`src/rtl/afe_parameters_pkg.sv`:
```
// Per-AFE receiver constants and the output mask-mode encoding.
package afe_parameters_pkg;

  localparam int unsigned AFE_NUM = 3;

  // AFE 0: type 2 (id lookup), AFE 1: type 1 (id + sub-id), AFE 2: type 0 (plain id).
  localparam int unsigned AFE_RX_TYPE          [AFE_NUM] = '{2, 1, 0};
  localparam int unsigned AFE_RX_DATA_W        [AFE_NUM] = '{32, 32, 16};
  localparam int unsigned AFE_RX_NUM_L2CHS     [AFE_NUM] = '{4, 4, 8};
  localparam int unsigned AFE_RX_CHID_WIDTH    [AFE_NUM] = '{4, 2, 4};
  localparam int unsigned AFE_RX_CHID_LSB      [AFE_NUM] = '{26, 28, 12};
  localparam int unsigned AFE_RX_SUBCHID_WIDTH [AFE_NUM] = '{0, 2, 0};
  localparam int unsigned AFE_RX_SUBCHID_LSB   [AFE_NUM] = '{0, 26, 0};
  localparam int unsigned AFE_RX_FLAG_WIDTH    [AFE_NUM] = '{1, 2, 0};
  localparam int unsigned AFE_RX_FLAG_LSB      [AFE_NUM] = '{25, 24, 0};
  localparam int unsigned AFE_FLAG_MASK        [AFE_NUM] = '{1, 1, 0};
  localparam int unsigned AFE_PL_DATA_W        [AFE_NUM] = '{24, 16, 12};

  localparam logic [31:0] AFE_RX_MASK_PL [AFE_NUM] = '{32'h00FF_FFFF, 32'h0000_FFFF,
                                                       32'h0000_0FFF};
  localparam logic [31:0] AFE_RX_MASK_FL [AFE_NUM] = '{32'h02FF_FFFF, 32'h0300_FFFF,
                                                       32'h0000_0FFF};

  typedef enum logic [1:0] {
    AfeMaskPl   = 2'd0,
    AfeMaskFl   = 2'd1,
    AfeMaskRaw  = 2'd2,
    AfeMaskSext = 2'd3
  } afe_mask_mode_e;

  // Zero-width fields still need a 1-bit port.
  function automatic int unsigned max1(input int unsigned v);
    return (v > 1) ? v : 1;
  endfunction

endpackage

```
`src/rtl/afe_rx_dec_fifo.sv`:
```
// Small synchronous FIFO; head word is presented combinationally from storage.
module afe_rx_dec_fifo #(
  parameter int unsigned Depth = 4,
  parameter int unsigned Width = 8
) (
  input  logic             clk_i,
  input  logic             rst_i,
  input  logic             push_i,
  input  logic [Width-1:0] wdata_i,
  input  logic             pop_i,
  output logic             valid_o,
  output logic             full_o,
  output logic [Width-1:0] rdata_o
);

  localparam int unsigned AW = $clog2(Depth);

  logic [AW-1:0]    wr_ptr_q, wr_ptr_d, rd_ptr_q, rd_ptr_d;
  logic [AW:0]      cnt_q, cnt_d;
  logic [Width-1:0] mem_q [Depth];
  logic [Width-1:0] mem_d [Depth];
  logic             wr_en, rd_en;

  assign valid_o = (cnt_q != '0);
  assign full_o  = (cnt_q == (AW+1)'(Depth));
  assign rdata_o = mem_q[rd_ptr_q];
  // A pop in the same cycle frees the slot, so a push to a full FIFO still lands.
  assign wr_en   = push_i & (~full_o | pop_i);
  assign rd_en   = pop_i & valid_o;

  // Pointer, occupancy and storage next-state.
  always_comb begin
    wr_ptr_d = wr_ptr_q;
    rd_ptr_d = rd_ptr_q;
    cnt_d    = cnt_q;
    mem_d    = mem_q;
    if (wr_en) begin
      mem_d[wr_ptr_q] = wdata_i;
      wr_ptr_d        = wr_ptr_q + AW'(1);
    end
    if (rd_en) begin
      rd_ptr_d = rd_ptr_q + AW'(1);
    end
    case ({wr_en, rd_en})
      2'b10:   cnt_d = cnt_q + (AW+1)'(1);
      2'b01:   cnt_d = cnt_q - (AW+1)'(1);
      default: cnt_d = cnt_q;
    endcase
  end

  // Control state; reset empties the FIFO immediately.
  always_ff @(posedge clk_i or posedge rst_i) begin
    if (rst_i) begin
      wr_ptr_q <= '0;
      rd_ptr_q <= '0;
      cnt_q    <= '0;
    end else begin
      wr_ptr_q <= wr_ptr_d;
      rd_ptr_q <= rd_ptr_d;
      cnt_q    <= cnt_d;
    end
  end

  // Storage needs no reset; readers only see it while valid_o is high.
  always_ff @(posedge clk_i) begin
    mem_q <= mem_d;
  end

endmodule

```
`src/rtl/afe_rx_chan_decoder.sv`:
```
// Decodes AFE receiver words into L2-channel targets, formats them and queues them.
module afe_rx_chan_decoder
  import afe_parameters_pkg::*;
#(
  parameter int unsigned AFE_IDX    = 0,
  parameter int unsigned FIFO_DEPTH = 4,
  localparam int unsigned DW  = AFE_RX_DATA_W[AFE_IDX],
  localparam int unsigned NL2 = AFE_RX_NUM_L2CHS[AFE_IDX],
  localparam int unsigned CW  = AFE_RX_CHID_WIDTH[AFE_IDX],
  localparam int unsigned SW  = max1(AFE_RX_SUBCHID_WIDTH[AFE_IDX]),
  localparam int unsigned FW  = max1(AFE_RX_FLAG_WIDTH[AFE_IDX]),
  localparam int unsigned LW  = max1($clog2(NL2))
) (
  input  logic              clk_i,
  input  logic              rst_i,
  input  logic              cfg_en_i,
  input  logic [NL2-1:0]    cfg_ch_en_i,
  input  logic [1:0]        cfg_mask_mode_i,
  input  logic [NL2*CW-1:0] cfg_l2ch_chid_i,
  input  logic              cfg_clr_i,
  input  logic              afe_valid_i,
  output logic              afe_ready_o,
  input  logic [DW-1:0]     afe_data_i,
  output logic              out_valid_o,
  input  logic              out_ready_i,
  output logic [31:0]       out_data_o,
  output logic [LW-1:0]     out_l2ch_o,
  output logic [SW-1:0]     out_subch_o,
  output logic [NL2*FW-1:0] flags_o,
  output logic [15:0]       drop_cnt_o,
  output logic              overflow_o
);

  localparam int unsigned RX_TYPE     = AFE_RX_TYPE[AFE_IDX];
  localparam int unsigned CHID_LSB    = AFE_RX_CHID_LSB[AFE_IDX];
  localparam int unsigned SUBCHID_LSB = AFE_RX_SUBCHID_LSB[AFE_IDX];
  localparam int unsigned FLAG_LSB    = AFE_RX_FLAG_LSB[AFE_IDX];
  localparam int unsigned PLW         = AFE_PL_DATA_W[AFE_IDX];
  localparam logic [31:0] MASK_PL     = AFE_RX_MASK_PL[AFE_IDX];
  localparam logic [31:0] MASK_FL     = AFE_RX_MASK_FL[AFE_IDX];
  localparam logic [31:0] PL_LO_MASK  = 32'((64'd1 << PLW) - 64'd1);
  localparam bit          CAPTURE     = (AFE_FLAG_MASK[AFE_IDX] == 1) &&
                                        (AFE_RX_FLAG_WIDTH[AFE_IDX] > 0);
  localparam int unsigned EW          = 32 + LW + SW;

  logic [CW-1:0]     chid;
  logic [SW-1:0]     subch;
  logic [FW-1:0]     flags;
  logic [LW-1:0]     l2ch;
  logic              hit;
  logic [31:0]       data32, pl_lo, fmt;
  logic              push_req, pop, drop;
  logic              fifo_valid, fifo_full;
  logic [EW-1:0]     fifo_rdata;
  logic [NL2*FW-1:0] flags_q, flags_d;
  logic [15:0]       drop_cnt_q, drop_cnt_d;
  logic              overflow_q, overflow_d;

  assign afe_ready_o = ~rst_i;

  // Field extraction and channel mapping.
  always_comb begin
    chid  = afe_data_i[CHID_LSB +: CW];
    subch = (RX_TYPE == 1) ? afe_data_i[SUBCHID_LSB +: SW] : '0;
    flags = afe_data_i[FLAG_LSB +: FW];
    hit   = 1'b0;
    l2ch  = '0;
    if (RX_TYPE == 2) begin
      // Descending scan so the lowest matching index is the one left standing.
      for (int i = NL2 - 1; i >= 0; i--) begin
        if (cfg_ch_en_i[i] && (cfg_l2ch_chid_i[i*CW +: CW] == chid)) begin
          hit  = 1'b1;
          l2ch = LW'(i);
        end
      end
    end else if (32'(chid) < NL2) begin
      l2ch = LW'(chid);
      hit  = cfg_ch_en_i[l2ch];
    end
  end

  // Output word formatting.
  always_comb begin
    data32 = 32'(afe_data_i);
    pl_lo  = data32 & MASK_PL;
    unique case (afe_mask_mode_e'(cfg_mask_mode_i))
      AfeMaskPl:   fmt = pl_lo;
      AfeMaskFl:   fmt = data32 & MASK_FL;
      AfeMaskRaw:  fmt = data32;
      AfeMaskSext: fmt = pl_lo[PLW-1] ? (pl_lo | ~PL_LO_MASK) : pl_lo;
      default:     fmt = pl_lo;
    endcase
  end

  assign push_req = afe_valid_i & afe_ready_o & cfg_en_i & hit;
  assign pop      = fifo_valid & out_ready_i;
  assign drop     = push_req & fifo_full & ~pop;

  afe_rx_dec_fifo #(
    .Depth (FIFO_DEPTH),
    .Width (EW)
  ) u_fifo (
    .clk_i   (clk_i),
    .rst_i   (rst_i),
    .push_i  (push_req),
    .wdata_i ({fmt, l2ch, subch}),
    .pop_i   (out_ready_i),
    .valid_o (fifo_valid),
    .full_o  (fifo_full),
    .rdata_o (fifo_rdata)
  );

  // Sticky flags and drop counter; a same-cycle capture or increment overrides the clear.
  always_comb begin
    flags_d    = flags_q;
    drop_cnt_d = drop_cnt_q;
    overflow_d = drop;
    if (cfg_clr_i && !(CAPTURE && push_req)) begin
      flags_d = '0;
    end
    if (cfg_clr_i && !drop) begin
      drop_cnt_d = '0;
    end
    if (CAPTURE && push_req) begin
      flags_d[l2ch*FW +: FW] = flags_q[l2ch*FW +: FW] | flags;
    end
    if (drop && (drop_cnt_q != 16'hFFFF)) begin
      drop_cnt_d = drop_cnt_q + 16'd1;
    end
  end

  // Status registers.
  always_ff @(posedge clk_i or posedge rst_i) begin
    if (rst_i) begin
      flags_q    <= '0;
      drop_cnt_q <= '0;
      overflow_q <= 1'b0;
    end else begin
      flags_q    <= flags_d;
      drop_cnt_q <= drop_cnt_d;
      overflow_q <= overflow_d;
    end
  end

  // Outputs read zero whenever nothing is queued.
  always_comb begin
    out_valid_o = fifo_valid;
    out_data_o  = fifo_valid ? fifo_rdata[EW-1 -: 32] : '0;
    out_l2ch_o  = fifo_valid ? fifo_rdata[SW +: LW] : '0;
    out_subch_o = fifo_valid ? fifo_rdata[SW-1:0] : '0;
  end

  assign flags_o    = flags_q;
  assign drop_cnt_o = drop_cnt_q;
  assign overflow_o = overflow_q;

endmodule
```
`config.mk`:
```
export PLATFORM = sky130hd
export DESIGN_NAME = afe_rx_chan_decoder
export DESIGN_NICKNAME = d
export VERILOG_FILES = /design/src/rtl/afe_parameters_pkg.sv /design/src/rtl/afe_rx_dec_fifo.sv /design/src/rtl/afe_rx_chan_decoder.sv
export SDC_FILE = /design/constraint.sdc
export NUM_CORES = 1
export LEC_CHECK = 0
export CAP_MARGIN = 20
export CORE_UTILIZATION = 45
export DETAILED_ROUTE_END_ITERATION = 12
export HOLD_SLACK_MARGIN = 0.15
export PLACE_DENSITY = 0.73
export SLEW_MARGIN = 20
export SYNTH_ARGS = -nofsm -noshare
export SYNTH_HDL_FRONTEND = slang
export SYNTH_SLANG_ARGS = --single-unit
```
`constraint.sdc`:
```
create_clock -name clk_i -period 2.25 [get_ports clk_i]
set_input_delay 0.3375 -clock clk_i [delete_from_list [all_inputs] [get_ports clk_i]]
set_output_delay 0.3375 -clock clk_i [all_outputs]
set_load 0.005 [all_outputs]
```
==> implementation parameters <==
Parameter                              Value

Critical path
  Worst R2R End ... u_fifo.cnt_q[2]
  Worst R2R Start ... u_fifo.cnt_q[0]
  Cell family with most CP delay ... multiplexers
  Data required time at the worst endpoint ... 1.91 ns
  Worst reg2reg path depth ... 10
  Series of cell instances along the critical path ... buf_6 > buf_12 > buf_6 > mux4_2 > and2_1 > buf_2
  Flop2flop setup slack ... 0.10 ns
  Critical path class ... flop to primary output
  Cell type of the slowest stage on the worst timing path ... mux4_2
  Data arrival at the endpoint of the critical path ... 1.94 ns
  Count of cell instances traversed by the critical path ... 6
  CP most frequent cell ... buf_6
  Critical Path Fanout Max ... 6
  Crit path buf inv count ... 4
  Type of element capturing the critical path ... primary output
  Worst stage delay on the critical path ... 0.50 ns
  Critical Path End ... out_data_o[10]
  Worst setup path start ... u_fifo.rd_ptr_q[0]
  Crit start category ... flop

Route
  First-pass iteration count of the detailed router ... 6
  Remaining antenna violation count after routing ... 0
  Vias after detailed routing ... 4672
  Residual DRC ... 0
  Total routed wirelength ... 16.22 mm
  Wire per inst ... 18.10 µm
  Number of vias per cell after detailed routing ... 5.214
  Detailed Route Iter0 Violations ... 297

Global route
  Overall fraction of global-route tracks in use ... 20.73%
  Global-route wire length before repair ... 25.35 mm
  Total gr overflow ... 0
  Pin count of the biggest net entering global routing ... 29
  Via count of the first global-routing pass ... 4866
  Antenna violations before repair ... 0

Timing
  Post-Route Hold Slack ... 0.4868 ns
  Final Cycle Share ... 101.4%
  RSZ-0062 raised after global routing ... true
  Highest clock frequency the design can meet ... 438.3 MHz
  Worst clock skew on the final layout ... 0.007408 ns
  Smallest setup slack after layout ... -0.03171 ns
  Number of pins exceeding their max-slew limit in the final report ... 0
  Final setup vio count ... 1
  Period minus WS final ... 2.282 ns
  Number of hold-slack violations in the final timing report ... 0

Synth
  Number of warning messages in the yosys log ... 0
  Mean instance size in the synthesized netlist ... 15.90 µm²
  Post-synthesis sequential element count ... 164
  Number of standard cells after synthesis ... 457
  Number of distinct library cells after synthesis ... 53
  Synthesized netlist net count ... 528
  Ys flop type ... edfxtp_1
  Async set or reset register ratio after synthesis ... 17.07%
  Number of flops mapped to enable cells by yosys ... 136
  Register area share after synthesis ... 65.86%
  Cell area after technology mapping ... 7264 µm²

Final layout
  Fin nets ... 738
  Total area of multi-input combinational cells ... 2465 µm²
  Number of antenna repair diodes ... 0
  Count of fill cells added during filler insertion ... 1144
  Post-route cell area ... 10150 µm²
  Post-synthesis to final-layout area growth ... 39.70%
  Fraction of layout instances using a drive strength above 1 ... 36.62%
  Final standard cell count with taps included and fillers excluded ... 896
  Utilization of the core after routing ... 64.12%
  Area taken by flip-flops and latches ... 4787 µm²

Clocking
  Hold_buf cts ... 0
  Clk pin slew, worst setup/hold paths ... 0.06 ns
  Clk Tree Root Cell ... clkbuf_16
  Clock tree from TritonCTS ... done
  H-Tree Depth ... 4
  CTS buffer count ... 17
  Clk buf depth ... 2
  Worst skew pair latency ... 0.41 ns
  Clock sink total ... 164

Floorplan
  Core Rows ... 46
  Initial Utilization ... 45.90%
  Horizontal die dimension ... 129.1 µm
  DIE AREA ... 16660 µm²
  Number of ports placed on the die boundary ... 118
  Std-Cell Core Area ... 15830 µm²
  Die H ... 129.1 µm

Min path
  Worst min path class ... primary input to asynchronous set/reset pin

Pwr
  P_leak ... 3.920 nW
  Peak ir drop on the vdd network ... 0.5887 mV
  Power per cell area ... 949.6 nW/µm²

Placement
  Placement-stage worst setup slack ... -0.8413 ns
  # port buffers ... 116
  Routability congestion estimate from global placement ... 0.8492
  Half-perimeter wire length after detailed placement ... 10.49 mm
  Cell Area, Placed ... 9219 µm²
  Placed Instances ... 837

Run
  Number of max-cap violations ... 0

Status
  Failing checks ... setup timing
  Outcome ... complete, but fails checks
==> through the flow <==
step / total power [mW] / setup TNS [ns]
after detailed placement: 6.426 / -97.27
after CTS: 9.667 / -0.5375
after global placement: 6.366 / -76.68
final: 9.637 / -0.03171
after floorplan: 4.988 / -28.34
after global routing: 10.07 / -4.103
==> where the power goes <==
| part | switching (mW) | internal, mW |
|---|---|---|
| Sequential | 0.0720 | 3.39 |
| Clock | 1.18 | 1.53 |
| Combinational | 1.29 | 2.17 |
| Total | 2.55 | 7.09 |
==> placed cells by master (no fill, tap or decap), drive strengths merged, types with 8 or more instances in the layout <==
master           n
xnor2           11
clkinv           8
dfrtp           28
dlygate4sd2      9
nor3            11
inv             22
buf            127
edfxtp         136
mux4            34
nand2           21
nor2            15
clkbuf          24
clkdlybuf4s50   65
xor2            12
nand3            8
and2            45
ha              10
==> cells by family (layout without fill, tap and decap cells) <==
kind of cell	Yosys count	count (layout)	synth area share (%)
compound gates	52	52	5.908
xor+xnor	23	23	2.773
fa+ha+maj	11	11	1.998
buf+inv	39	262	2.394
flops	164	164	65.86
mux	38	38	11.11
other cells	1	1	0.05162
simple gates	129	129	9.903
==> per-layer routing <==
layer,up-vias,GRT usage (%),share of wire (%)
met5,-,0,0
met4,0,6.713,1.2
met3,19,4.459,5.3
met2,170,36.76,52
met1,2318,25.31,41
li1,2165,-,-
==> Yosys cell counts (3+ instances only) <==
cell      number  area, µm²
a211o_1        6      52.55
a21boi_0       7      52.55
a21o_1         3      22.52
a21oi_1        5      25.02
a221oi_1       3      26.28
a31o_1         3      26.28
and2_1        44      275.3
and3_1         4      25.02
buf_2          7      35.03
buf_4          5      37.54
clkbuf_1      10      37.54
dfrtp_1       28      700.7
edfxtp_1     136       4084
ha_1          10      125.1
inv_1         17      63.81
mux2i_1        3      30.03
mux4_2        34      765.7
nand2_1       21      78.83
nand2b_1       7      43.79
nand3_1        8      40.04
nand4_1        4      25.02
nor2_1        14      52.55
nor3_1        11      55.05
nor3b_1        3      22.52
o21ai_0        4      20.02
o22ai_1        3      18.77
or3_1          4      25.02
xnor2_1       11      96.34
xor2_1        12      105.1
==> state kept, by name, indices dropped and copies added, names as in the netlist <==
| signal | cells |
|---|---|
| u_fifo.wr_ptr_q | 2 |
| flags_o | 4 |
| u_fifo.cnt_q | 3 |
| u_fifo.rd_ptr_q | 2 |
| u_fifo.mem_q | 136 |
| drop_cnt_o | 16 |
| overflow_o | 1 |
==> worst min path at each step <==
stage                               start                to  slack [ns]  cells past startpoint
after floorplan                     rst_i     drop_cnt_o[0]        0.42                      1
after global placement    u_fifo.cnt_q[2]   u_fifo.cnt_q[2]        0.47                      1
after detailed placement  u_fifo.cnt_q[2]   u_fifo.cnt_q[2]        0.47                      1
after CTS                           rst_i    drop_cnt_o[12]        0.49                      4
after global routing       afe_data_i[19]  u_fifo.mem_q[92]        0.55                      1
final                               rst_i        flags_o[0]        0.49                      4
==> final cells by class <==
type / instances / area share, %
Clock buffer: 18 / 4.229
Inverter: 17 / 0.6288
Sequential cell: 164 / 47.17
Timing Repair Buffer: 213 / 19.79
Multi-Input combinational cell: 254 / 24.29
Clock inverter: 14 / 1.233
Tap cell: 216 / 2.663
==> what timing repair did <==
item / CTS / global route
setup endpoints to repair: 189 / 161
endpoints found under the hold margin: 0 / 0
pin swaps: 48 / 11
gates cloned: 5 / 0
resized for setup: 181 / 36
setup buffers: 15 / 9
==> worst register-to-register path, cell delays in order (launching register included) <==
cell and delay [ns]:
dfrtp_1 0.41, nor4b_2 0.42, buf_4 0.19, nor2_2 0.04
inv_1 0.06, ha_2 0.17, inv_2 0.04, fa_2 0.33
xor2_1 0.14, nor2_1 0.13, xor2_1 0.14
Power figures use the tool's default switching activity.
